File: src/rtl/countdown_timer.sv
// Two-digit BCD countdown timer with start/pause/clear commands.
// Counts down one step per rising edge of the upstream divided-clock level.
module countdown_timer (
    input  logic       clkI,
    input  logic       rstN,
    input  logic       tickI,
    input  logic       start,
    input  logic       pause,
    input  logic       clear,
    input  logic [7:0] loadVal,
    output logic [3:0] tens,
    output logic [3:0] ones,
    output logic       running,
    output logic       done,
    output logic       donePulse
);

    typedef enum logic [1:0] {StIdle, StRun, StPause, StDone} stateT;

    stateT      stateQ, stateD;
    logic [3:0] tensD, onesD;
    logic       tickD;
    logic       step;
    logic       enterDone;
    logic       runningD, doneD, donePulseD;

    // A digit above 9 is not valid BCD; saturate it to 9.
    function automatic logic [3:0] clampDigit(input logic [3:0] d);
        return (d > 4'd9) ? 4'd9 : d;
    endfunction

    assign step = tickI & ~tickD;

    // State, count, edge-detect and registered outputs.
    always_ff @(posedge clkI) begin
        if (!rstN) begin
            stateQ    <= StIdle;
            tens      <= 4'd0;
            ones      <= 4'd0;
            tickD     <= 1'b0;
            running   <= 1'b0;
            done      <= 1'b0;
            donePulse <= 1'b0;
        end else begin
            stateQ    <= stateD;
            tens      <= tensD;
            ones      <= onesD;
            tickD     <= tickI;
            running   <= runningD;
            done      <= doneD;
            donePulse <= donePulseD;
        end
    end

    // Next state and count; only the highest-priority event acts.
    always_comb begin
        stateD    = stateQ;
        tensD     = tens;
        onesD     = ones;
        enterDone = 1'b0;
        if (clear) begin
            stateD = StIdle;
            tensD  = 4'd0;
            onesD  = 4'd0;
        end else if (start) begin
            tensD = clampDigit(loadVal[7:4]);
            onesD = clampDigit(loadVal[3:0]);
            if ((tensD == 4'd0) && (onesD == 4'd0)) begin
                stateD    = StDone;
                enterDone = 1'b1;
            end else begin
                stateD = StRun;
            end
        end else if (pause) begin
            unique case (stateQ)
                StRun:   stateD = StPause;
                StPause: stateD = StRun;
                default: stateD = stateQ;
            endcase
        end else if (step && (stateQ == StRun)) begin
            if ((tens == 4'd0) && (ones <= 4'd1)) begin
                // Reaching 00 ends the run; never wrap below 00.
                tensD     = 4'd0;
                onesD     = 4'd0;
                stateD    = StDone;
                enterDone = 1'b1;
            end else if (ones == 4'd0) begin
                onesD = 4'd9;
                tensD = tens - 4'd1;
            end else begin
                onesD = ones - 4'd1;
            end
        end
    end

    // Output decodes of the next state, registered in the state block.
    always_comb begin
        runningD   = (stateD == StRun);
        doneD      = (stateD == StDone);
        donePulseD = enterDone;
    end

endmodule

File: config.mk
export PLATFORM = sky130hd
export DESIGN_NAME = countdown_timer
export DESIGN_NICKNAME = d
export VERILOG_FILES = /design/src/rtl/countdown_timer.sv
export SDC_FILE = /design/constraint.sdc
export NUM_CORES = 1
export LEC_CHECK = 0
export ABC_CLOCK_PERIOD_IN_PS = 1700
export BUFFER_PORTS_ARGS = -buffer_cell sky130_fd_sc_hd__buf_2
export CORE_MARGIN = 1.5
export CORE_UTILIZATION = 45
export DETAILED_ROUTE_END_ITERATION = 12
export PLACE_DENSITY = 0.73
export REMOVE_ABC_BUFFERS = 1
export SYNTH_ARGS = -nofsm -noshare
export SYNTH_HDL_FRONTEND = slang
export SYNTH_SLANG_ARGS = --single-unit
export TNS_END_PERCENT = 100
File: constraint.sdc
create_clock -name clkI -period 1.7 [get_ports clkI]
set_clock_uncertainty 0.15 [all_clocks]
set_input_delay 0.085 -clock clkI [delete_from_list [all_inputs] [get_ports clkI]]
set_output_delay 0.085 -clock clkI [all_outputs]
set_load 0.005 [all_outputs]
# Word-level counts from Yosys, hierarchy flattened
# Cells that the tools add are included.
op_classes:
  n_eq_ne: 5
  order_cmp: 3
  multipliers: 0
  n_addsub: 2
  reduce_logical: 12
  mux: 24
  div_mod_pow: 0
  n_shift: 0
  bitwise: 3
op_table:
  columns: ["cell", "n"]
  rows:
  - ["4-bit two-way mux", 12]
  - ["4-bit logical NOT", 4]
  - ["2-bit two-way mux", 6]
  - ["4-bit greater-than comparator (second input constant)", 2]
  - ["4-bit by 1-bit subtractor with 4-bit output (second input constant)", 2]
  - ["1-bit two-way mux", 5]
  - ["2-bit by 1-bit equality test with 1-bit output (second input constant)", 2]
  - ["2-bit equality test (second input constant)", 2]
  - ["4-bit by 1-bit <= comparator with 1-bit output (second input constant)", 1]
  - ["2-bit case mux with 2 select lines", 1]
  - ["1-bit logical AND", 3]
  - ["3-bit AND reduction", 1]
  - ["3-bit nonzero test", 1]
  - ["2-bit != test (second input constant)", 1]
  - ["1-bit NOT", 2]
  - ["2-bit AND reduction", 1]
  - ["2-bit nonzero test", 1]
  - ["2-bit OR reduction", 1]
  - ["1-bit bitwise AND", 1]
totals:
  latchBits: 0
  mem_bits_ro: 0
  memories: 0
  ram_bits: 0
  regBits: 14

# Longest topological paths before layout
depth:
  depth_word: 8
  ltp_mapped: 6
  depth_no_buf: 6

# Least setup slack after synthesis
# OpenSTA, ideal clock, no wires.
synth_path:
  path_kind: "reg-to-reg"
  from: "register stateQ[1]"
  to: "register running"
  path_slack_ps: 8
  path_stages_with_launch: 7
  arrival_ps: 1483
  setup_ps: 59
  period_less_slack_ps: 1692
  path_cell_list: "dfxtp_1 inv_1 ha_1 nor2b_2 mux2_1 a211oi_2 and2_1"
synth_via:
  elab_chain_len: 7
  elab_cells_between_ends: 10
  cone_classes: "eq/ne (3); mux (6); reduce/logical (1)"
synth_rtl:
  columns: ["item", "line_no", "text"]
  rows:
  - ["start, declared", "20", "stateT stateQ, stateD;"]
  - ["start signal, assigned", "37", "stateQ <= StIdle;"]
  - ["start signal, assigned", "45", "stateQ <= stateD;"]
  - ["2-bit by 1-bit equality test with 1-bit output", "75, 80", null]
  - ["1-bit logical AND", "80", "end else if (step && (stateQ == StRun)) begin"]
  - ["2-bit two-way mux", "80", null]
  - ["2-bit two-way mux (*)", "74", "end else if (pause) begin"]
  - ["2-bit two-way mux (*)", "65", "end else if (start) begin"]
  - ["2-bit two-way mux (*)", "61", "if (clear) begin"]
  - ["2-bit by 1-bit equality test with 1-bit output (*)", "98", "runningD = (stateD == StRun);"]
  - ["end signal, assigned", "49", "running <= runningD;"]
  - ["end, declared", "13", "output logic running,"]
# Mark *: on every way between the ends. The rest lies on a longest branch, timed or not.
# A chain may end at the register's enable or synchronous reset.

# Worst setup path in the final report
layout_path:
  from: "register ones[3]"
  to: "register tens[3]"
layout_via:
  elab_chain_len: 6
  elab_cells_between_ends: 9
  cone_classes: "order compare (1); mux (4); reduce/logical (4)"
layout_rtl:
  columns: ["item", "line_no", "text"]
  rows:
  - ["start, declared", "12", "output logic [3:0] ones,"]
  - ["start signal, assigned", "47", "ones <= onesD;"]
  - ["4-bit by 1-bit <= comparator with 1-bit output", "81", "if ((tens == 4'd0) && (ones <= 4'd1)) begin"]
  - ["1-bit logical AND", "81", null]
  - ["4-bit two-way mux", "81", null]
  - ["4-bit two-way mux", "80", null]
  - ["4-bit two-way mux", "74", null]
  - ["4-bit two-way mux", "65", null]
  - ["end signal, assigned", "46", "tens <= tensD;"]
  - ["end, declared", "11", "output logic [3:0] tens,"]
# Several ways; a longest one is shown, not always the timed one. The select of a mux whose other input is x is not followed.

==> results.cfg <==
[layout]
layout-drive-gt1-share_pct = 49.62
num_antenna_cells = 0
fin_nets = 151
syn2layout_area_growth_pct = 49.03
final_area_mm2 = 0.001255

[logic_synthesis]
async_flop_share_pct = 0
postSynthAreaPerCell_um2 = 9.054
yosysSeqAreaShare_pct = 33.28
syn_inst = 93
synth_top_area_share_pct = 33.28
ys_top_cells_by_area = dfxtp_1, a21oi_1, nor3_2
synth_edf_count = 0
synthFlopType = dfxtp_1
yosysWarnings = 0
synth.distinct_cells = 38
syn_area_um2 = 842.1
ys_seq_elements = 14
yosys.area.top_type = dfxtp_1

[place]
dpl.hpwl_um = 1616
port_buffers = 24
gp_congestion = 0.8184
dpl_cell_area_mm2 = 0.001057

[hold_path]
min_from = pause
hold_depth = 3
worstHoldEndpoint = done
hold_class = in2reg

[power_and_ir_drop]
share_comb_of_total_power_pct = 23.8
peakVddDrop_uv = 461.6
cellLeakagePower_nw = 0.5169
switching_share_pct = 30.17
pwr-share-clk_pct = 26.9
p_per_area_mw_per_mm2 = 581.5
power_switching_mw = 0.2201
p_int_mw = 0.5096
totalPowerFinal_mw = 0.7297
pwr-share-seq_pct = 49.3

[routing]
postRouteAntennaNets = 0
wl_um = 2556
drc = 0
drtPass1Iterations = 4
drtIter0Drc = 65
vias = 930
viasPerCell = 5.886
wl_per_cell_um = 16.18

[sta]
min_period_ns = 1.691
setup-tns-final_ns = 0
rsz0062_at_grt = yes
slew_headroom_pct = 62.14
fin_hold_ws_ns = 0.005544
fmax_ghz = 0.5913
finalHoldViolCount = 0
setup_viol = 0
post-route-period-util_pct = 99.49
worst_pin_slew_ns = 0.5680
maxSlewViolCount = 0

[critical_path]
worstSetupPathType = reg2reg
cp.required_ns = 1.73
cp_data_arrival_time_ns = 1.73
critPathLaunchType = flop
rrSetupSlack_ns = 0.009
path_max_fanout = 7
crit_path_end_kind = flop
worst_path_max_delay_cell = dfxtp_1
rr_worst_depth = 4
critPathMaxStageDelay_ns = 0.44
rr_endpoint = tens[3]
crit_path_cell_trace = nor4_4, nand3_2, and2_1, o31a_1
rr_startpoint = ones[3]

[clock_network]
htreeDepth = 1
clk_pin_slew_worst_paths_ns = 0.09
tritoncts = done
cts_buffers = 3
clkLatencyLatePin_ns = 0.29
clockBufferDepth = 2
cts_sinks = 14
root_buffer = clkbuf_4

[floorplanning]
ios = 25
core-area_mm2 = 0.001745
start_util_pct = 48.24
die_h_um = 46.26
core.rowCount = 15
die_area_mm2 = 0.002140
die-width_um = 46.26

[global_route]
grt_pass1_vias = 818
grt_overflow = 0
antenna_found_initial = 0
grt_pass1_wl_um = 3864
grt_usage_pct = 25.98
grt_max_degree = 13

[flow_run]
maxCapViolCount = 0

[status]
status = completed
## worst max-delay path: cells and delay by family (launching register included)
family             cells  cell delay [ns]
AOI/OAI and AO/OA      1             0.27
DFF                    1             0.44
and+or+nand+nor        3             0.73
## area by class of cell
type                    instances  area (um^2)
inverters                       6        22.52
multi-input cells              70        634.4
repair buffers                 40        259.0
flip-flops and latches         14        285.3
well taps                      25        31.28
fillers                       137        490.5
clock buffers                   3        22.52
## kinds of logic after synthesis
logic type / count (synthesis) / share of synthesized area, %
buffers and inverters: 9 / 4.012
adder cells (fa/ha/maj): 2 / 2.971
AND/OR/NAND/NOR: 44 / 37.59
multiplexers: 2 / 2.526
AO/OA/AOI/OAI: 22 / 19.62
flip-flops: 14 / 33.28
## per-stage QoR
step	worst slack (ns)	std cells	utilization, %
after floorplan	0.007938	90	-
after global placement	-0.005073	149	60.57
after detailed placement	-0.09505	149	60.57
after CTS	0.002852	158	67.46
after global routing	-0.01954	158	71.90
final	0.008753	158	71.90
## layout by cell type, fill, tap and decap left out, drive strengths merged, types with 2 or more instances in the layout
cell type | netlist | final
buf | 0 | 34
dfxtp | 14 | 14
nor3 | 8 | 8
nor2 | 7 | 7
a21oi | 6 | 6
dlygate4sd3 | 0 | 6
inv | 6 | 6
a211oi | 5 | 5
nand2 | 4 | 4
nand3 | 4 | 4
nor4 | 4 | 4
a311oi | 3 | 3
and2 | 3 | 3
clkbuf | 3 | 3
a221oi | 2 | 2
o21ai | 2 | 2
or4 | 2 | 2
nand2b | 2 | 2
ha | 2 | 2
## registers in the layout, indices dropped and copies added, names as in the netlist
signal and cells:
done 1, tens 4, running 1, ones 4, donePulse 1, tickD 1, stateQ 2
## synthesized netlist by cell type, drive strengths merged (2+ instances only)
cell type and instances:
clkbuf 3, nand2b 2, a311oi 3, o21ai 2, nor4 4, or4 2, a21oi 6, dfxtp 14
ha 2, nand3 4, a211oi 5, nor2 7, a221oi 2, nor3 8, and2 3, nand2 4
inv 6
## metal layers
metal	global-route usage [%]	part of all wire, %	vias to the layer above
met4	12.57	2.1	0
met3	5.098	6.0	9
met1	30.99	39	437
met5	0	0	-
li1	-	-	437
met2	43.89	53	47
## power groups by stage
stage | Clock, mW | Sequential, mW | Combinational, mW
global placement | 0 | 0.360 | 0.137
CTS | 0.193 | 0.355 | 0.154
global route | 0.209 | 0.361 | 0.186
finish | 0.196 | 0.359 | 0.174
floorplan | 0 | 0.360 | 0.0717
detailed placement | 0 | 0.361 | 0.139
## worst max-delay path by stage
stage	startpoint	to	cells after the start
after floorplan	stateQ[1]	running	6
after global placement	stateQ[1]	running	6
after detailed placement	stateQ[1]	running	6
after CTS	tens[0]	running	7
after global routing	ones[3]	tens[3]	4
final	ones[3]	tens[3]	4
## timing repair
action                                  4_1_cts  5_1_grt
endpoints found under the setup margin        8       10
hold endpoints to repair                      5        0
resized for setup                             6       19
hold buffers                                  6        0
pin swaps                                     4        7
buffers inserted                              0        1
No activity file was read; power rests on OpenSTA's default activity.
